$ cat config.mk
export PLATFORM = sky130hd
export DESIGN_NAME = aes_round_sched
export DESIGN_NICKNAME = d
export VERILOG_FILES = /design/src/rtl/aes_round_sched.sv
export SDC_FILE = /design/constraint.sdc
export NUM_CORES = 1
export LEC_CHECK = 0
export ABC_AREA = 1
export BUFFER_PORTS_ARGS = -buffer_cell sky130_fd_sc_hd__buf_2
export CORE_AREA = 2 2 357 359
export DETAILED_ROUTE_END_ITERATION = 10
export DIE_AREA = 0 0 359 361
export PLACE_DENSITY = 0.39
export SYNTH_ARGS = -nofsm -noshare
export SYNTH_HDL_FRONTEND = slang
export SYNTH_SLANG_ARGS = --single-unit
$ cat constraint.sdc
create_clock -name clk -period 2.3 [get_ports clk]
set_input_delay 0.69 -clock clk [delete_from_list [all_inputs] [get_ports clk]]
set_output_delay 0.69 -clock clk [all_outputs]
set_load 0.02 [all_outputs]
$ cat src/rtl/aes_round_sched.sv
// Iterative AES round scheduler: steps one shared round datapath through Nr+1 rounds per block.
// Define AES_SCHED_ABORT_EN to add an abort input that cancels an in-flight block.
module aes_round_sched #(
  parameter int KEY_LENGTH = 128
) (
  input  logic                  clk,
  input  logic                  rst_n,
  input  logic                  in_valid,
  output logic                  in_ready,
  input  logic                  in_mode,
  input  logic [0:127]          in_block,
  input  logic [0:KEY_LENGTH-1] in_key,
  output logic [0:KEY_LENGTH-1] key_out,
  output logic [3:0]            rk_index,
  input  logic [0:127]          rk_in,
  output logic [0:127]          rnd_state,
  output logic [1:0]            rnd_kind,
  output logic                  rnd_dec,
  input  logic [0:127]          rnd_result,
  output logic                  out_valid,
  input  logic                  out_ready,
  output logic [0:127]          out_block,
`ifdef AES_SCHED_ABORT_EN
  input  logic                  abort,
`endif
  output logic                  busy
);

  localparam int         NK      = KEY_LENGTH / 32;
  localparam int         NR      = NK + 6;
  localparam logic [3:0] NR4     = 4'(NR);
  localparam logic [3:0] LAST_RC = 4'(NR - 1);

  typedef enum logic [2:0] {IDLE, INIT, ROUND, FINAL, DONE} state_t;

  state_t                  state, state_nxt;
  logic [3:0]              rc;
  logic [0:127]            state_reg;
  logic [0:KEY_LENGTH-1]   key_reg;
  logic                    mode_reg;
  logic                    accept;
  logic                    abort_hit;

  // rk_in feeds the external round datapath directly; the scheduler never consumes it.
  logic unused_rk;
  assign unused_rk = ^rk_in;

  assign accept = in_valid && in_ready;

`ifdef AES_SCHED_ABORT_EN
  assign abort_hit = abort && busy;
`else
  assign abort_hit = 1'b0;
`endif

  always_comb begin
    // NOTE: every always_comb output gets a default first so no path can infer a latch.
    state_nxt = state;
    case (state)
      IDLE:    if (accept) state_nxt = INIT;
      INIT:    state_nxt = ROUND;
      ROUND:   if (rc == LAST_RC) state_nxt = FINAL;
      FINAL:   state_nxt = DONE;
      DONE:    if (out_ready) state_nxt = IDLE;
      default: state_nxt = IDLE;
    endcase
    if (abort_hit) state_nxt = IDLE;
  end

  // Round-key order runs forward for encrypt and backward for decrypt.
  always_comb begin
    in_ready = (state == IDLE);
    busy     = (state == INIT) || (state == ROUND) || (state == FINAL);
    rnd_kind = 2'b11;
    rk_index = 4'd0;
    case (state)
      INIT: begin
        rnd_kind = 2'b00;
        rk_index = mode_reg ? NR4 : 4'd0;
      end
      ROUND: begin
        rnd_kind = 2'b01;
        rk_index = mode_reg ? NR4 - rc : rc;
      end
      FINAL: begin
        rnd_kind = 2'b10;
        rk_index = mode_reg ? 4'd0 : NR4;
      end
      default: ;
    endcase
  end

  assign rnd_state = state_reg;
  assign key_out   = key_reg;
  assign rnd_dec   = mode_reg;

  always_ff @(posedge clk or negedge rst_n) begin
    // NOTE: sequential state uses non-blocking assignments so every register samples pre-edge values.
    if (!rst_n) state <= IDLE;
    else        state <= state_nxt;
  end

  always_ff @(posedge clk or negedge rst_n) begin
    if (!rst_n) begin
      rc        <= '0;
      state_reg <= '0;
      key_reg   <= '0;
      mode_reg  <= 1'b0;
      out_valid <= 1'b0;
      out_block <= '0;
    end else if (abort_hit) begin
      rc <= '0;
    end else begin
      case (state)
        IDLE: if (accept) begin
          state_reg <= in_block;
          key_reg   <= in_key;
          mode_reg  <= in_mode;
        end
        INIT: begin
          state_reg <= rnd_result;
          rc        <= 4'd1;
        end
        ROUND: begin
          state_reg <= rnd_result;
          if (rc != LAST_RC) rc <= rc + 4'd1;
        end
        FINAL: begin
          rc        <= '0;
          out_block <= rnd_result;
          out_valid <= 1'b1;
        end
        DONE: if (out_ready) out_valid <= 1'b0;
        default: ;
      endcase
    end
  end

endmodule

==> results.rst <==
.. list-table::
   :header-rows: 1

   * - Metric
     - Value
   * - Insertion delay to the later sink of the worst-skew pair
     - 650 ps
   * - Bufs on Longest Clock Path
     - 3
   * - Warnings from Yosys
     - 0
   * - Measured slew at the worst slew-check pin
     - 688 ps
   * - Hold crit path type
     - in2reg
   * - Vias in the first global route
     - 18517
   * - Post-Synthesis Mean Instance Area
     - 8.13 um^2
   * - Worst Setup Start Kind
     - flip-flop
   * - Post-Syn Instances
     - 2171
   * - Clock transition at the registers of the reported paths
     - 60 ps
   * - Number of port buffers
     - 782
   * - Critical path's most frequent cell
     - buf_6
   * - Cell with the largest stage delay on the worst path
     - dfrtp_2
   * - Total Power
     - 45300 uW
   * - Number of clock buffers inserted by TritonCTS
     - 51
   * - Launch point of the worst hold path
     - in_key[40]
   * - Top Family by Delay on Critical Path
     - flip-flops
   * - Ratio of final minimum period to clock period
     - 109%
   * - Crit-path max FO
     - 4
   * - CP endpoint kind
     - output pin
   * - P_leak
     - 0.0143 uW
   * - RSZ-0062 raised after global routing
     - true
   * - Beginning of the worst register-to-register path
     - state[0]
   * - Worst IR drop on VDD
     - 0.871 mV
   * - Grt total ovfl
     - 0
   * - Global-route wire length before repair
     - 128000 um
   * - Delay contributed by the slowest stage of the critical path
     - 460 ps
   * - Average wire length per cell after detail routing
     - 18.8 um
   * - Via-to-Cell Ratio
     - 3.88
   * - Hold Crit Endpoint
     - key_out[40]
   * - Ordered cell list for the critical path
     - nor3_4, nand2_1, o21ai_2, buf_6, buf_6
   * - Sink Count
     - 393
   * - Total wire length
     - 87100 um
   * - Overall via count from detail_route
     - 17991
   * - Final slew viol count
     - 0
   * - Setup violators final
     - 6
   * - Parity-gate share of the synthesized area counting xor and xnor cells
     - 0.0496%
   * - CTS tree
     - done
   * - GP Congestion
     - 0.801
   * - End of the worst register-to-register path
     - rnd_state[63]
   * - Number of nets at the end of the flow
     - 3464
   * - Multiplexer share of the synthesized area
     - 0%
   * - Net count after synthesis
     - 2690
   * - Count of cells along the worst hold path
     - 3
   * - Count of antenna-violating nets left after detailed routing
     - 0
   * - #FFs+latches synth
     - 393
   * - Sequential area share after synthesis
     - 55.7%
   * - Total count of hold-check failures in the final report
     - 0
   * - Pre-antenna DRT Iters
     - 5
   * - Minimum setup slack among reg-to-reg paths
     - 170 ps
   * - Drt first-iter violations
     - 1347
   * - Floorplan Core Area
     - 125000 um^2
   * - Count of boundary I/O pins
     - 911
   * - Post-route standard cell area excluding fillers
     - 25900 um^2
   * - Area of the mapped netlist
     - 17700 um^2
   * - Status
     - complete, but fails checks
   * - Die area
     - 130000 um^2
   * - Path depth of the worst reg2reg path
     - 11
   * - Power per unit of standard cell area
     - 1750 nW/um^2
   * - Type of the setup path with the least slack
     - reg2out
   * - Basic-gate share of the synthesized area counting and, or, nand and nor cells
     - 30.2%
   * - Netlist cell types
     - 21
   * - Synthesis-to-layout area growth
     - 46.4%
   * - Final core utilization
     - 20.6%
   * - Violations in the final reports
     - negative setup slack
   * - Overall die height
     - 361 um
   * - Number of H-tree levels
     - 2
   * - Starting density of the core
     - 14.1%
   * - Antenna violations before repair
     - 19
   * - Maximum number of pins on one net before global-route repair
     - 81
   * - Signal arrival time at the worst endpoint
     - 1820 ps
   * - Minimum clock period after layout
     - 2510 ps
   * - Max_slew headroom
     - 54.1%
   * - Compound-cell area share of the yosys netlist
     - 3.89%
   * - Worst EP required
     - 1610 ps
   * - Setup TNS
     - -886 ps
   * - Placement row count
     - 130
   * - Number of buffer and inverter stages on the critical path
     - 2
   * - Dominant combinational cell family by area after synthesis
     - simple AND/OR/NAND/NOR gates
   * - Die span in x
     - 359 um
   * - Fmax
     - 398 MHz
   * - Maximum capacitance violations
     - 0
   * - HPWL Detailed
     - 65000 um
   * - Launch point of the critical path
     - state[0]
   * - Cell chosen for the clock root
     - clkbuf_16
   * - Setup clock skew after layout
     - 34.3 ps
   * - Post-detailed-placement cell area
     - 24000 um^2
   * - Total DRC errors in the routed layout
     - 0
   * - GR Util All Layers
     - 13.1%
   * - Post-synthesis adder-cell area fraction
     - 0.142%
   * - Final critical-path setup slack
     - -210 ps
   * - Proportion of layout cells with a drive suffix above 1
     - 33.0%
==> metrics by stage <==
stage / hold WS, ps / instances / setup WS, ps
6_report: 278 / 4637 / -210
5_1_grt: 235 / 4635 / -361
4_1_cts: 208 / 4623 / -312
3_5_place_dp: 460 / 4524 / -50.7
3_3_place_gp: 458 / 4524 / -37.0
2_1_floorplan: 394 / 2171 / 133
==> final cells by class <==
cell class / count / area (um^2)
fillers: 14211 / 99600
flip-flops and latches: 393 / 9840
multi-input cells: 1338 / 6170
repair buffers: 890 / 5140
well taps: 1650 / 2060
clock buffers: 77 / 1430
inverters: 271 / 1040
clock inverters: 9 / 150
diodes: 9 / 22.5
==> cells by family (layout without fill, tap and decap cells) <==
family / after synthesis / after routing
AO/OA/AOI/OAI: 137 / 137
XOR/XNOR: 1 / 1
adder cells (fa/ha/maj): 2 / 2
buffers and inverters: 440 / 1247
flip-flops: 393 / 393
other: 0 / 9
AND/OR/NAND/NOR: 1198 / 1198
==> layout by cell type, fill, tap and decap left out, types with 10 or more instances in the layout <==
master and instances:
nand3_1 391, clkbuf_16 51, buf_12 26, buf_2 772
nand2_1 654, o21ai_1 10, nand4_1 129, clkbuf_1 20
dfrtp_1 389, inv_1 264, o21ai_0 123, buf_4 79
==> worst max path at each step <==
| stage | end | slack, ps | depth (start not counted) |
|---|---|---|---|
| 6_report | rk_index[3] | -210 | 5 |
| 5_1_grt | rk_index[1] | -360 | 7 |
| 4_1_cts | rk_index[1] | -310 | 7 |
| 3_5_place_dp | rk_index[3] | -50 | 5 |
| 3_3_place_gp | rk_index[3] | -40 | 5 |
| 2_1_floorplan | rk_index[3] | 130 | 4 |
==> routing by layer <==
layer / track usage (%) / wire length, um
met1: 15.7 / 35700
met2: 21.5 / 40800
met3: 4.56 / 7290
met4: 5.11 / 3160
met5: 0 / 119
==> worst register-to-register path, cell delays in order, from the launching register on <==
cell	delay, ps
dfrtp_2	460
buf_6	160
inv_6	60
nand2_8	70
nand3_4	130
buf_4	130
buf_4	220
buf_12	260
buf_12	290
nand2_1	100
nand3_1	80
nand2_1	50
==> Yosys cell counts, drive strengths merged <==
library cell / count / area [um^2]
nor2: 11 / 41.3
nand4: 129 / 807
nor3: 3 / 15.0
nand2: 660 / 2480
a21oi: 1 / 5.00
buf: 99 / 495
nand3b: 2 / 15.0
nand3: 393 / 1970
inv: 271 / 1020
a31oi: 1 / 6.26
xor2: 1 / 8.76
o21ai: 135 / 676
dfrtp: 393 / 9830
clkbuf: 70 / 263
ha: 2 / 25.0
==> power by group <==
| part | internal (uW) | switching [uW] | leakage (uW) |
|---|---|---|---|
| registers | 10500 | 1950 | 0.00480 |
| clock network | 4510 | 3340 | 0.000767 |
| logic | 7880 | 17100 | 0.00869 |
==> timing repair <==
action,in CTS,in global routing
hold endpoints to repair,13,0
hold buffers,1,0
setup endpoints to repair,8,8
pin swaps,11,8
resized for setup,43,7
buffers inserted,12,6
Note: power is estimated with default switching activity, not from simulation.
